===== config.mk =====
export PLATFORM = sky130hd
export DESIGN_NAME = spi_frame_sequencer
export DESIGN_NICKNAME = d
export VERILOG_FILES = /design/src/rtl/spi_frame_pkg.sv /design/src/rtl/spi_frame_sequencer_bit_counter.sv /design/src/rtl/spi_frame_sequencer.sv
export SDC_FILE = /design/constraint.sdc
export NUM_CORES = 1
export LEC_CHECK = 0
export CELL_PAD_IN_SITES_DETAIL_PLACEMENT = 0
export CELL_PAD_IN_SITES_GLOBAL_PLACEMENT = 1
export CORE_MARGIN = 2
export CORE_UTILIZATION = 40
export CTS_CLUSTER_DIAMETER = 60
export DETAILED_ROUTE_END_ITERATION = 10
export PLACE_DENSITY_LB_ADDON = 0.1
export SLEW_MARGIN = 10
export SYNTH_ARGS = -nofsm -noshare
export SYNTH_HDL_FRONTEND = slang
export SYNTH_SLANG_ARGS = --single-unit

===== constraint.sdc =====
create_clock -name clk -period 1.95 [get_ports clk]
set_clock_uncertainty 0.15 [all_clocks]
set_input_delay 0.195 -clock clk [delete_from_list [all_inputs] [get_ports clk]]
set_output_delay 0.195 -clock clk [all_outputs]
set_load 0.02 [all_outputs]

===== src/rtl/spi_frame_pkg.sv =====
// spi_frame_pkg: shared types and constants for the SPI frame sequencer.
//   state_t       frame FSM states
//   HEADER_BITS   width of the target-index header
//   TARGET_BYTES  payload length in bytes expected by each target
package spi_frame_pkg;

  typedef enum logic [2:0] {
    S_IDLE,
    S_HEADER,
    S_PAYLOAD,
    S_DISCARD,
    S_END
  } state_t;

  localparam int HEADER_BITS = 8;
  localparam int MAX_TARGETS = 16;

  // Entries past index 3 are placeholders for builds with more targets.
  localparam logic [7:0] TARGET_BYTES [0:MAX_TARGETS-1] = '{
    8'd1, 8'd2, 8'd3, 8'd4, 8'd1, 8'd1, 8'd1, 8'd1,
    8'd1, 8'd1, 8'd1, 8'd1, 8'd1, 8'd1, 8'd1, 8'd1
  };

  function automatic logic [7:0] tgt_bytes(input logic [3:0] idx);
    return TARGET_BYTES[idx];
  endfunction

endpackage


===== src/rtl/spi_frame_sequencer_bit_counter.sv =====
// spi_bit_counter: 3-bit bit counter wrapping 7->0, with a byte counter
// that advances on each wrap and saturates at MAX_BYTES+1.
//   i_clear    synchronous clear, wins over i_incr
//   i_incr     count one bit
//   o_bitCnt   bits of the current byte
//   o_byteCnt  completed bytes (saturating)
//   o_byteDone this increment completes a byte
module spi_bit_counter #(
  parameter int MAX_BYTES = 8,
  parameter int BW        = $clog2(MAX_BYTES + 2)
) (
  input  logic          clk,
  input  logic          resetN,
  input  logic          i_clear,
  input  logic          i_incr,
  output logic [2:0]    o_bitCnt,
  output logic [BW-1:0] o_byteCnt,
  output logic          o_byteDone
);

  localparam logic [BW-1:0] SAT = BW'(MAX_BYTES + 1);

  logic [2:0]    r_bit;
  logic [BW-1:0] r_byte;

  always_ff @(posedge clk or negedge resetN) begin
    if (!resetN) begin
      r_bit  <= '0;
      r_byte <= '0;
    end else if (i_clear) begin
      r_bit  <= '0;
      r_byte <= '0;
    end else if (i_incr) begin
      r_bit <= r_bit + 3'd1;
      if (r_bit == 3'd7 && r_byte != SAT)
        r_byte <= r_byte + 1'b1;
    end
  end

  assign o_bitCnt   = r_bit;
  assign o_byteCnt  = r_byte;
  assign o_byteDone = i_incr && (r_bit == 3'd7);

endmodule


===== src/rtl/spi_frame_sequencer.sv =====
// spi_frame_sequencer: decodes the first byte of each chip-select frame
// as a target index, streams the payload to that target's shift register
// and, at chip-select release, pulses either a commit for the target or
// frameError.
//   clk, resetN          clock, async active-low reset
//   serialIn, serialEn   bit stream from the SPI slave (MSB first)
//   csN                  synchronized chip select, active low
//   tgtSerialOut/En      registered payload bit + one-hot shift enable
//   tgtCommit            one-cycle commit pulse to the selected target
//   frameError           one-cycle frame rejection pulse
//   busy                 frame in progress
// Optional feature: SPI_FRAME_CHECKSUM_EN adds a trailing XOR checksum byte.
module spi_frame_sequencer
  import spi_frame_pkg::*;
#(
  parameter int NUM_TARGETS = 4,
  parameter int MAX_BYTES   = 8
) (
  input  logic                   clk,
  input  logic                   resetN,
  input  logic                   serialIn,
  input  logic                   serialEn,
  input  logic                   csN,
  output logic                   tgtSerialOut,
  output logic [NUM_TARGETS-1:0] tgtSerialEn,
  output logic [NUM_TARGETS-1:0] tgtCommit,
  output logic                   frameError,
  output logic                   busy
);

  localparam int BW = $clog2(MAX_BYTES + 2);

  state_t                 r_state, w_stateNxt;
  logic [7:0]             r_hdr;
  logic [3:0]             r_tgt;
  logic                   r_wasPay;
  logic                   r_tgtSerialOut;
  logic [NUM_TARGETS-1:0] r_tgtSerialEn, r_tgtCommit, w_sel;
  logic                   r_frameError;

  logic [2:0]    w_bitCnt;
  logic [BW-1:0] w_byteCnt;
  logic          w_byteDone, w_clear, w_incr;
  logic          w_commit, w_err, w_loadTgt, w_fwd, w_frameOk;
  logic [7:0]    w_bytes, w_tgtBytes, w_hdrNxt;
  logic          w_hdrOk, w_lenOk, w_sumOk;

  spi_bit_counter #(.MAX_BYTES(MAX_BYTES), .BW(BW)) u_cnt (
    .clk       (clk),
    .resetN    (resetN),
    .i_clear   (w_clear),
    .i_incr    (w_incr),
    .o_bitCnt  (w_bitCnt),
    .o_byteCnt (w_byteCnt),
    .o_byteDone(w_byteDone)
  );

  assign w_bytes    = 8'(w_byteCnt);
  assign w_tgtBytes = tgt_bytes(r_tgt);
  assign w_hdrNxt   = {r_hdr[HEADER_BITS-2:0], serialIn};
  assign w_hdrOk    = w_hdrNxt < 8'(NUM_TARGETS);
  assign w_incr     = serialEn && (r_state inside {S_HEADER, S_PAYLOAD, S_DISCARD});
  // Bits past the target's length are still counted, just not forwarded.
  assign w_fwd      = serialEn && (r_state == S_PAYLOAD) && (w_bytes < w_tgtBytes);

  genvar gi;
  generate
    for (gi = 0; gi < NUM_TARGETS; gi++) begin : g_sel
      assign w_sel[gi] = (r_tgt == 4'(gi));
    end
  endgenerate

`ifdef SPI_FRAME_CHECKSUM_EN
  // Payload bytes and the trailing checksum byte are XORed bitwise into one
  // accumulator; a matching checksum leaves it at zero.
  logic [7:0] r_chk;

  always_ff @(posedge clk or negedge resetN) begin
    if (!resetN)
      r_chk <= '0;
    else if (w_clear)
      r_chk <= '0;
    else if (serialEn && r_state == S_PAYLOAD && w_bytes <= w_tgtBytes)
      r_chk[3'd7 - w_bitCnt] <= r_chk[3'd7 - w_bitCnt] ^ serialIn;
  end

  assign w_lenOk = (w_bytes == w_tgtBytes + 8'd1);
  assign w_sumOk = (r_chk == 8'd0);
`else
  assign w_lenOk = (w_bytes == w_tgtBytes);
  assign w_sumOk = 1'b1;
`endif

  // Counters in END already include any bit that arrived with csN rising.
  assign w_frameOk = r_wasPay && (w_bitCnt == 3'd0) && w_lenOk && w_sumOk;

  always_comb begin
    w_stateNxt = r_state;
    w_clear    = 1'b0;
    w_commit   = 1'b0;
    w_err      = 1'b0;
    w_loadTgt  = 1'b0;
    case (r_state)
      S_IDLE: begin
        if (!csN) begin
          w_stateNxt = S_HEADER;
          w_clear    = 1'b1;
        end
      end
      S_HEADER: begin
        if (csN) begin
          w_stateNxt = S_END;
        end else if (w_byteDone) begin
          // Restart counting so payload byte 0 starts at zero.
          w_clear = 1'b1;
          if (w_hdrOk) begin
            w_stateNxt = S_PAYLOAD;
            w_loadTgt  = 1'b1;
          end else begin
            w_stateNxt = S_DISCARD;
          end
        end
      end
      S_PAYLOAD, S_DISCARD: begin
        if (csN) w_stateNxt = S_END;
      end
      S_END: begin
        if (w_frameOk) w_commit = 1'b1;
        else           w_err    = 1'b1;
        if (!csN) begin
          w_stateNxt = S_HEADER;
          w_clear    = 1'b1;
        end else begin
          w_stateNxt = S_IDLE;
        end
      end
      default: w_stateNxt = S_IDLE;
    endcase
  end

  always_ff @(posedge clk or negedge resetN) begin
    if (!resetN) begin
      r_state        <= S_IDLE;
      r_hdr          <= '0;
      r_tgt          <= '0;
      r_wasPay       <= 1'b0;
      r_tgtSerialOut <= 1'b0;
      r_tgtSerialEn  <= '0;
      r_tgtCommit    <= '0;
      r_frameError   <= 1'b0;
    end else begin
      r_state  <= w_stateNxt;
      r_wasPay <= (r_state == S_PAYLOAD);
      if (r_state == S_HEADER && serialEn)
        r_hdr <= w_hdrNxt;
      if (w_loadTgt)
        r_tgt <= w_hdrNxt[3:0];
      r_tgtSerialOut <= w_fwd & serialIn;
      r_tgtSerialEn  <= w_fwd ? w_sel : '0;
      r_tgtCommit    <= w_commit ? w_sel : '0;
      r_frameError   <= w_err;
    end
  end

  assign tgtSerialOut = r_tgtSerialOut;
  assign tgtSerialEn  = r_tgtSerialEn;
  assign tgtCommit    = r_tgtCommit;
  assign frameError   = r_frameError;
  assign busy         = (r_state != S_IDLE);

endmodule

# After elaboration in Yosys (flattened, before gate mapping)
# Memories as Yosys holds them, arrays and structs flattened.
# Cells that the tools add are included.
# totals
regBits	32
mem_bits_ro	128
in_bits	5
elab_cells	78
mem_count	1
# op_classes
n_addsub	2
magnitude_cmp	3
n_eq_ne	13
mux	28
bitwise	2
reduce_logical	19
# mem_list
name	words	word_bits	rd	rd_clocked_by_memory_dff	write_ports	line	source
(name not given)	16	8	1	0	0	spi_frame_pkg.sv:25	return TARGET_BYTES[idx];
# ops
operator	count
$mux 4	5
$mux 3	6
$mux 8	2
$mux 1	13
$pmux 3 s4	1
$eq 4x2->1 const B	2
$eq 4x8->1	1
$logic_and 1x1->1	8
$lt 4x8->1	1
$lt 8x3->1 const B	1
$eq 3x2->1 const B	2
$eq 3x3->1 const B	2
$logic_not 3->1	2
$reduce_bool 3->1	2
$ge 5x5->1 const B	1
$not 4->5	1
$add 4x1->4 const B	1
$eq 4x1->1 const B	1
$logic_not 4->1	1
$ne 2x2->1 const B	2
$ne 4x4->1 const B	1
$reduce_bool 2->1	2
$reduce_or 2->1	2
$add 3x1->3 const B	1
6 further kinds	6

# Longest topological paths before layout
# Gate-level depths: netlist (run 1).
# logic_depth
depth_word	9
ltp_mapped	7

# By module
# Synthesis (run 1) repeated with hierarchy kept, for this count alone.
# unflattened
hier_cells	126
hier_area_um2	1521.5
# by_module_without_submodules
mod	n_inst	cells_per_inst	area_each_um2	seq_area_each_um2
spi_frame_sequencer	1	89	1132.3	625.6
spi_bit_counter	1	37	389.1	175.2

# Worst setup path after synthesis (run 1)
# No wires, ideal clock.
# synth_path
kind	register to register
from	reg r_tgt[3]
to	reg r_tgtCommit[0] (netlist: tgtCommit[0])
setup_time_ns	0.067
t_arrival_ns	1.650
required_ns	1.733
setup_slack_ns	0.083
path_stages_with_launch	7
synth_period_minus_slack_ns	1.867
cell_sequence	dfrtp_1 > nor2_1 > nand2_1 > ha_1 > nand4b_1 > nor4_4 > and3_1
# synth_via
elab_chain_cells	9
# synth_lines
item	line	source
start: declaration	spi_frame_sequencer.sv:35	logic [3:0] r_tgt;
start signal: assignment	spi_frame_sequencer.sv:157	r_tgt <= w_hdrNxt[3:0];
$not 4->5 (not written as such)	spi_frame_pkg.sv:25	
$mem_v2 16x8	--	
$mux 8 (not written as such) (2 in a row)	spi_frame_pkg.sv:25	
$eq 4x8->1	spi_frame_sequencer.sv:90	assign w_lenOk = (w_bytes == w_tgtBytes);
$logic_and 1x1->1	spi_frame_sequencer.sv:95	assign w_frameOk = r_wasPay && (w_bitCnt == 3'd0) && w_lenOk && w_sumOk;
$mux 1	spi_frame_sequencer.sv:128	if (w_frameOk) w_commit = 1'b1;
$mux 1	spi_frame_sequencer.sv:103	case (r_state)
$mux 4 *	spi_frame_sequencer.sv:160	r_tgtCommit <= w_commit ? w_sel : '0;
end signal: assignment	spi_frame_sequencer.sv:160	
end: declaration	spi_frame_sequencer.sv:38	logic [NUM_TARGETS-1:0] r_tgtSerialEn, r_tgtCommit, w_sel;
# Every way passes the cells marked *; elsewhere a longest branch is shown, timed or not. The select of a mux whose other input is x is not followed.
# A chain may end at the register's enable or synchronous reset.

# Final worst setup path (run 1)
# layout_path
from	reg r_tgt[1]
to	reg r_tgtSerialOut (netlist: tgtSerialOut)
# layout_via
elab_chain_cells	7
# layout_lines
item	line	source
$not 4->5 (not written as such)	spi_frame_pkg.sv:25	
$mem_v2 16x8	--	
$mux 8 (not written as such) (2 in a row)	spi_frame_pkg.sv:25	
$lt 4x8->1	spi_frame_sequencer.sv:64	assign w_fwd = serialEn && (r_state == S_PAYLOAD) && (w_bytes < w_tgtBytes);
$logic_and 1x1->1	spi_frame_sequencer.sv:64	
$and 1x1->1	spi_frame_sequencer.sv:158	r_tgtSerialOut <= w_fwd & serialIn;
end signal: assignment	spi_frame_sequencer.sv:158	
end: declaration	spi_frame_sequencer.sv:37	logic r_tgtSerialOut;
# Every way passes these cells. The select of a mux whose other input is x is not followed.

==> out/results.tsv, run 1 <==
stage	metric	value	unit
outcome	status	complete, no violations	
global_route	antenna_found_initial	0	
power	p_clk_share	37.0	%
power	sequentialPowerShare	48.0	%
finish	nets	189	
power	power_density	810	nW/um^2
synth	synth_area_leaders	dfrtp_1 (50%), ha_1 (9.4%), mux2_1 (6.4%)	
floorplanning	initial_core_util	42.5	%
timing	grt_setup_unrepaired	yes	
global_route	grt_pass1_wl	5.47	mm
power	sw_frac_of_total	25.6	%
critical_path	reg2reg_to	tgtSerialOut	
critical_path	start_kind	flop	
timing	fin_crit_sh	94.4	%
critical_path	reg2reg_depth	7	
critical_path	end_kind	flop	
floorplanning	dieArea	4500	um^2
synth	synth_cell_types	39	
detailed_routing	drt_iter0_drc	37	
critical_path	cp.arrival	1.90	ns
timing	maxSlewHeadroom	69.7	%
global_route	grt_use_total	16.7	%
finish	final_core_util	55.3	%
finish	drive_gt1_share	24.3	%
detailed_routing	wirelength	3.14	mm
synth	async_flop_share	100	%
worst_hold_path	hp-class	primary input to asynchronous set/reset pin	
timing	setup_viol	0	
finish	antennaDiodeCount	0	
floorplanning	die_x	67.1	um
placement	portBuffers	15	
synth	synth_edf_count	0	
critical_path	critPathTopFamily	adder cells	
placement	gp_congestion	0.792	
cts	postCtsHoldBufs	0	
synth	synth.most_common_cell	dfrtp_1	
cts	cts_sinks	32	
critical_path	worstSetupPathType	flop to flop	
finish	syn_to_final_growth	30.1	%
global_route	met1_usage	19.3	%
cts	cts_buffer_depth	2	
synth	postSynthAreaPerCell	11.6	um^2
timing	hold_viol	0	
finish	stdcell_area	2070	um^2
placement	post-place-ws	0.0111	ns
detailed_routing	ant_nets	0	
floorplanning	die_y	67.1	um
power	power_leakage	0.936	nW
placement	place_hpwl	2.28	mm
timing	period_minus_slack	1.84	ns
detailed_routing	vias_per_cell	5.19	
detailed_routing	wl_per_cell	14.2	um
synth	synth_top_cell_area_share	50.3	%
power	p_sw	0.000430	W
detailed_routing	post-route-drc-count	0	
cts	cts_made_buffers	5	
placement	place_area	1870	um^2
synth	syn_inst	137	
timing	slew_viol_final	0	
power	combPwrFrac	14.9	%
synth	ys.flop_type	dfrtp_1	
detailed_routing	dr.pass1.iters	4	
detailed_routing	vias	1148	
finish	fill_cells	357	
global_route	overflow	0	
cts	cts_tree	yes	
critical_path	slowest_delay	0.41	ns
critical_path	crit_buf_inv	1	
synth	yosysWarningCount	0	
synth	synth.largest_area_cell	dfrtp_1	
critical_path	rrSetupSlack	0.11	ns
cts	h-tree-depth	2	
floorplanning	core-area	3740	um^2
timing	clock.fmax	543	MHz
synth	synthesis.nets	154	
placement	dp.cells	209	
floorplanning	io-pin-count	16	
synth	ys_seq_area_share	50.3	%
finish	stdcell_count	221	
global_route	grt_util_met2	28.0	%
critical_path	critPathRequiredTime	2.01	ns
global_route	grt_pass1_vias	1188	
timing	fin_ws	0.110	ns
timing	setup_tns	0	ns
synth	syn_area	1590	um^2
critical_path	reg2reg_from	r_tgt[1]	
cts	cts-root-buf	clkbuf_8	
floorplanning	placementRows	22	
cts	clk_latency	0.28	ns
power	internal_power	0.00125	W
synth	ys_seq_elements	32	
global_route	top_usage_layer	met2	
power	peakVddDrop	0.349	mV
global_route	grt_start_max_net_pins	33	
critical_path	cpMostUsedCell	ha_4	
critical_path	crit_slowest_cell	dfrtp_1	
cts	clkTransAtPathRegs	0.07	ns
global_route	met3_usage	4.73	%
synth	yosys-top-cells-count	dfrtp_1 (32), ha_1 (12), mux2_1 (9), nand2_1 (9), a21oi_1 (8)	
flow_run	maxCapViolations	0	
timing	worstMarginPinSlew	0.450	ns
critical_path	worstPathCellList	inv_2 -> ha_4 -> nand2_4 -> ha_4 -> nor2b_1 -> o21a_1 -> nor3b_2	
critical_path	path_max_fanout	5	
[worst max-delay path by stage]
stage | start | end | slack, ns | cells after the start
after global routing | r_tgt[0] | tgtSerialEn[2] | -0.02 | 7
after detailed placement | r_tgt[1] | tgtSerialOut | 0.01 | 7
after floorplan | r_tgt[3] | tgtCommit[0] | 0.08 | 6
after global placement | r_tgt[1] | tgtCommit[0] | 0.07 | 7
final | r_tgt[1] | tgtSerialOut | 0.11 | 7
after CTS | r_tgt[1] | tgtCommit[1] | 0.002 | 7
[per-stage QoR]
stage | power, W | hold WS, ns
2_1_floorplan | 0.000973 | -0.251
4_1_cts | 0.00170 | 0.167
3_3_place_gp | 0.00107 | 0.323
5_1_grt | 0.00177 | 0.194
6_report | 0.00168 | 0.153
3_5_place_dp | 0.00108 | 0.325
[placed cells by master (no fill, tap or decap), types with 3 or more instances in the layout]
cell type,instances
buf_4,16
inv_1,4
dfrtp_1,32
ha_4,3
o31ai_1,3
ha_1,9
a21oi_1,8
nor2_1,3
nand2_1,7
mux2_1,9
nor3_1,5
o21ai_0,5
clkbuf_8,5
clkdlybuf4s50_1,14
nand3_1,3
nor2b_1,5
[area by class of cell]
| class | count | area, um^2 | share of cell area [%] |
|---|---|---|---|
| Inverter | 6 | 22.5 | 1.09 |
| Sequential cell | 32 | 801 | 38.7 |
| Clock buffer | 6 | 72.6 | 3.50 |
| Tap cell | 48 | 60.1 | 2.90 |
| Multi-Input combinational cell | 95 | 800 | 38.6 |
| Timing Repair Buffer | 32 | 280 | 13.5 |
| Clock inverter | 2 | 35.0 | 1.69 |
[cell families after synthesis]
| family | synth area share (%) |
|---|---|
| buffers and inverters | 3.22 |
| DFF | 50.3 |
| adders and majority gates | 9.43 |
| muxes | 6.37 |
| and+or+nand+nor | 23.0 |
| AOI/OAI and AO/OA | 7.70 |
[state kept, by name (all words and copies together) (netlist names), 3 cells and up]
register and count:
r_hdr 7, r_tgt 4, tgtCommit 4, tgtSerialEn 4
u_cnt.o_byteCnt 4, r_state 3, u_cnt.o_bitCnt 3
[what timing repair did]
| item | 4_1_cts | 5_1_grt |
|---|---|---|
| pin swaps | 0 | 6 |
| endpoints found under the setup margin | 2 | 9 |
| buffers inserted | 0 | 4 |
| gates resized for setup | 2 | 11 |
[per-layer routing]
| layer | routed length (um) | share of wire, % |
|---|---|---|
| met5 | 0 | 0 |
| met4 | 74 | 2.4 |
| met3 | 111 | 3.5 |
| met2 | 1580 | 50 |
| met1 | 1370 | 44 |
[power by group through the flow]
stage	Combinational, W	Sequential, W	Clock, W
finish	0.000250	0.000806	0.000622
global route	0.000284	0.000819	0.000666
CTS	0.000256	0.000807	0.000639
detailed placement	0.000259	0.000819	0
global placement	0.000252	0.000814	0
floorplan	0.000168	0.000805	0
Power figures use the tool's default switching activity.
==> run 2, diff against run 1 <==
==> constraint.sdc (replaced) <==
create_clock -name clk -period 1.95 [get_ports clk]
set_clock_uncertainty 0.15 [all_clocks]
set_input_delay 0.4875 -clock clk [delete_from_list [all_inputs] [get_ports clk]]
set_output_delay 0.4875 -clock clk [all_outputs]
set_load 0.02 [all_outputs]
==> run 2 against run 1 <==
  * Die area is the same
  * Cell count shrank 0.45%
  * Clock-buffer cell count is the same
  * Routed wire length shrank 2.0%
  * Sequential cell count is the same
  * Design area shrank 2.7%
  * Critical path type is now primary input to flop
  * Largest cell class unchanged
==> out/results.tsv, run 2 (synthesized netlist as in run 1, its figures left out) <==
stage	metric	value	unit
detailed_routing	post-route-drc-count	0	
floorplanning	io-pin-count	16	
placement	dp.cells	211	
critical_path	worstPathCellList	clkdlybuf4s50_1 -> and4bb_1 -> buf_4 -> mux2_1	
timing	setup_viol	0	
cts	cts_tree	yes	
finish	nets	188	
global_route	met1_usage	20.7	%
detailed_routing	dr.pass1.iters	4	
timing	worstMarginPinSlew	0.511	ns
outcome	status	complete, no violations	
floorplanning	placementRows	22	
placement	place_hpwl	2.21	mm
detailed_routing	drt_iter0_drc	36	
cts	clk_latency	0.28	ns
critical_path	critPathRequiredTime	1.96	ns
detailed_routing	wirelength	3.07	mm
timing	maxSlewHeadroom	65.6	%
critical_path	path_max_fanout	7	
detailed_routing	wl_per_cell	14.0	um
power	power	0.00158	W
floorplanning	die_x	67.1	um
floorplanning	dieArea	4500	um^2
timing	setup_tns	0	ns
finish	top_register	r_hdr	
finish	final_core_util	53.8	%
finish	stdcell_count	220	
cts	cts_sinks	32	
critical_path	start_kind	primary input	
cts	cts-root-buf	clkbuf_8	
finish	mostFrequentLayoutCells	dfrtp_1 (32), buf_4 (16), clkdlybuf4s50_1 (14)	
power	power_density	785	nW/um^2
cts	clkTransAtPathRegs	0.06	ns
global_route	grt_pass1_wl	5.31	mm
critical_path	end_kind	flop	
timing	slew_viol_final	0	
global_route	top_usage_layer	met2	
placement	gp_congestion	0.873	
timing	clock.fmax	542	MHz
critical_path	cp.arrival	1.85	ns
global_route	grt_start_max_net_pins	33	
finish	antennaDiodeCount	0	
critical_path	crit_slowest_cell	clkdlybuf4s50_1	
floorplanning	initial_core_util	42.5	%
global_route	antenna_found_initial	0	
global_route	grt_use_total	16.1	%
finish	syn_to_final_growth	26.7	%
flow_run	maxCapViolations	0	
worst_hold_path	hp-class	flop to flop	
timing	hold_viol	0	
finish	largest_register_ffs	7	
timing	fin_crit_sh	94.6	%
detailed_routing	ant_nets	0	
cts	cts_made_buffers	5	
critical_path	slowest_delay	0.58	ns
detailed_routing	vias	1130	
cts	cts_buffer_depth	2	
cts	h-tree-depth	2	
timing	period_minus_slack	1.84	ns
finish	drive_gt1_share	22.1	%
global_route	grt_pass1_vias	1154	
power	peakVddDrop	0.485	mV
floorplanning	die_y	67.1	um
critical_path	worstSetupPathType	primary input to flop	
global_route	grt_util_met2	25.4	%
finish	layout_commonest_cell	dfrtp_1	
timing	whs	0.351	ns
floorplanning	core-area	3740	um^2
detailed_routing	vias_per_cell	5.14	
placement	portBuffers	15	
global_route	overflow	0	
power	power_leakage	0.922	nW
global_route	met3_usage	5.07	%
run 2: changes by cell type in the layout (fill, tap and decap cells not counted), sizes merged:
cell,before,now
bufinv,1,0
clkinv,1,2
dlygate4sd2,1,0
run 2: routing by layer:
metal  share of wire, %  up-vias
met5                  0        -
met3                3.5        3
met1                 47      547
li1                   -      559
met2                 48       21
met4               0.94        0
run 2: critical path, delay by kind of cell:
family                 cells  cell delay (ns)
buffers and inverters      2             0.76
AND/OR/NAND/NOR            1             0.27
multiplexers               1             0.34
run 2: path summary, 6_finish.rpt:
kind                           from  cells after the start  slack, ns             end
min in group asynchronous    resetN                      2       0.45        r_hdr[3]
hold reg to reg            r_hdr[6]                      1       0.35        r_hdr[6]
max in group asynchronous    resetN                      2       0.90  tgtSerialEn[1]
setup / recovery           serialEn                      4       0.11        r_hdr[5]
setup reg to reg           r_tgt[1]                      7       0.11    tgtCommit[0]
hold / removal             r_hdr[6]                      1       0.35        r_hdr[6]
run 2: what timing repair did:
| item | CTS | global route |
|---|---|---|
| endpoints found under the setup margin | 5 | 8 |
| setup buffers | 0 | 1 |
| hold buffers | 0 | 0 |
| pin swaps | 1 | 1 |
| gates cloned | 0 | 0 |
| resized for setup | 4 | 6 |
run 2: final cells by class:
type	count	area (um^2)
Timing Repair Buffer	31	265
Clock buffer	6	82.6
Fill cell	347	1730
Multi-Input combinational cell	95	774
Clock inverter	2	10.0
Tap cell	48	60.1
Inverter	6	22.5
Sequential cell	32	801
run 2: stage by stage:
step / instance area, um^2 / worst slack [ns]
after global routing: 2020 / -0.00133
final: 2020 / 0.105
after detailed placement: 1890 / -0.190
after CTS: 1980 / 0.0245
after global placement: 1890 / -0.116
after floorplan: 1590 / 0.0826
run 2: power breakdown:
| part | internal (W) | total, W | switching, W |
|---|---|---|---|
| logic | 0.000117 | 0.000251 | 0.000134 |
| registers | 0.000751 | 0.000811 | 0.0000597 |
| clock network | 0.000281 | 0.000519 | 0.000238 |
==> run 3, diff against run 2 <==
CORE_ASPECT_RATIO = 1.1   (was not set)
==> run 3 against run 2 <==
  * The flow now finishes with violations (setup timing)
  * Sequential cell count unchanged
  * Clock-buffer cell count unchanged
  * Largest power group unchanged
  * Sequential power about the same
  * First-iteration DRC count increased by 61%
  * Routed wire length increased by 11%
  * Sequential share of layout area decreased by 2.0 points
  * Non-clock buffer count increased by 5
  * Worst hold slack improved by 0.0054 ns
==> out/results.tsv, run 3 (synthesized netlist as in run 1, its figures left out) <==
stage	metric	value	unit
floorplanning	dieArea	4500	um^2
finish	fill_cells	358	
timing	setup_tns	-0.113	ns
power	peakVddDrop	0.286	mV
floorplanning	die_x	64.1	um
power	sw_frac_of_total	26.0	%
detailed_routing	wirelength	3.40	mm
outcome	status	complete, but fails checks	
detailed_routing	dr.pass1.iters	2	
timing	grt_setup_unrepaired	yes	
timing	hold_viol	0	
floorplanning	initial_core_util	40.8	%
cts	clkTransAtPathRegs	0.07	ns
critical_path	reg2reg_to	tgtCommit[3]	
finish	mostFrequentLayoutCells	dfrtp_1 (32), buf_4 (21), clkdlybuf4s50_1 (14)	
detailed_routing	drt_iter0_drc	58	
global_route	grt_pass1_wl	5.78	mm
power	internal_power	0.00125	W
critical_path	end_kind	flop	
flow_run	maxCapViolations	0	
global_route	grt_start_max_net_pins	33	
placement	place_area	1890	um^2
timing	fin_ws	-0.0365	ns
cts	cts_tree	yes	
floorplanning	io-pin-count	16	
power	p_clk_share	37.0	%
critical_path	reg2reg_from	r_tgt[0]	
power	combPwrFrac	15.0	%
placement	gp_congestion	0.855	
detailed_routing	vias	1188	
power	power_density	793	nW/um^2
critical_path	cp.arrival	2.05	ns
critical_path	crit_end	tgtCommit[3]	
finish	largest_register_ffs	7	
power	power	0.00168	W
critical_path	start_kind	flop	
critical_path	rrSetupSlack	-0.04	ns
power	p_sw	0.000438	W
cts	clk_latency	0.28	ns
floorplanning	core-area	3900	um^2
placement	portBuffers	15	
finish	stdcell_count	229	
floorplanning	die_y	70.2	um
finish	nets	193	
finish	stdcell_area	2120	um^2
power	sequentialPowerShare	48.0	%
critical_path	reg2reg_depth	7	
timing	whs	0.357	ns
cts	cts_sinks	32	
finish	drive_gt1_share	28.8	%
timing	slew_viol_final	0	
finish	syn_to_final_growth	33.4	%
cts	cts-root-buf	clkbuf_8	
cts	cts_made_buffers	5	
global_route	grt_pass1_vias	1262	
outcome	violations	setup timing	
timing	clock.fmax	503	MHz
finish	antennaDiodeCount	0	
placement	place_hpwl	2.39	mm
finish	layout_commonest_cell	dfrtp_1	
detailed_routing	vias_per_cell	5.19	
timing	worstMarginPinSlew	0.475	ns
critical_path	critPathRequiredTime	2.01	ns
worst_hold_path	hold_start	r_hdr[3]	
timing	maxSlewHeadroom	68.0	%
timing	fin_crit_sh	102	%
detailed_routing	post-route-drc-count	0	
placement	dp.cells	215	
critical_path	critPathLaunch	r_tgt[0]	
detailed_routing	ant_nets	0	
global_route	antenna_found_initial	0	
global_route	overflow	0	
global_route	grt_use_total	16.9	%
finish	top_register	r_hdr	
timing	setup_viol	4	
timing	period_minus_slack	1.99	ns
critical_path	path_max_fanout	4	
worst_hold_path	hp-class	flop to flop	
floorplanning	placementRows	24	
critical_path	worstSetupPathType	flop to flop	
cts	cts_buffer_depth	2	
cts	h-tree-depth	2	
power	power_leakage	0.955	nW
detailed_routing	wl_per_cell	14.8	um
==> run 3: timing repair <==
action	in CTS	in global routing
hold buffers	0	0
gates cloned	0	0
pin swaps	3	6
hold endpoints to repair	0	0
setup endpoints to repair	6	10
gates resized for setup	6	14
buffers inserted	3	3
==> run 3: layout make-up <==
class                           count  area [um^2]  share of cell area [%]
Clock buffer                        6         72.6                    3.42
Clock inverter                      2         35.0                    1.65
Inverter                            6         22.5                    1.06
Multi-Input combinational cell     95          825                    38.8
Sequential cell                    32          801                    37.7
Tap cell                           52         65.1                    3.06
Timing Repair Buffer               36          303                    14.3
==> run 3: stage by stage <==
step / setup slack, ns / utilization (%)
2_1_floorplan: 0.0826 / -
3_3_place_gp: -0.132 / 48.4
3_5_place_dp: -0.154 / 48.4
4_1_cts: 0.0106 / 52.2
5_1_grt: -0.154 / 54.4
6_report: -0.0365 / 54.4
==> run 3: power groups by stage <==
stage / clock, W / sequential (W) / combinational, W
6_report: 0.000623 / 0.000808 / 0.000253
5_1_grt: 0.000673 / 0.000818 / 0.000286
4_1_cts: 0.000638 / 0.000809 / 0.000260
3_5_place_dp: 0 / 0.000822 / 0.000261
3_3_place_gp: 0 / 0.000815 / 0.000251
2_1_floorplan: 0 / 0.000805 / 0.000168
==> run 3: how the worst min path moves through the flow <==
stage,end,slack (ns),cells past startpoint
after floorplan,frameError,0.04,0
after global placement,r_tgt[3],0.32,1
after detailed placement,r_tgt[2],0.32,1
after CTS,r_hdr[3],0.36,1
after global routing,r_hdr[6],0.39,1
final,r_hdr[3],0.36,1
==> run 3: worst max-delay path, cell delays in order, from the launching register on <==
cell and delay (ns):
dfrtp_1 0.40, inv_2 0.07, ha_4 0.28, nand2_4 0.05, ha_4 0.26, nand4b_1 0.19, nor4_4 0.32, nor2b_2 0.20
==> run 3: routing by layer <==
layer | up-vias | wire (um) | track usage (%)
met5 | - | 0 | 0
met4 | 0 | 89 | 7.33
met3 | 10 | 113 | 4.83
met2 | 20 | 1790 | 29.4
met1 | 586 | 1410 | 19.2
li1 | 572 | - | -
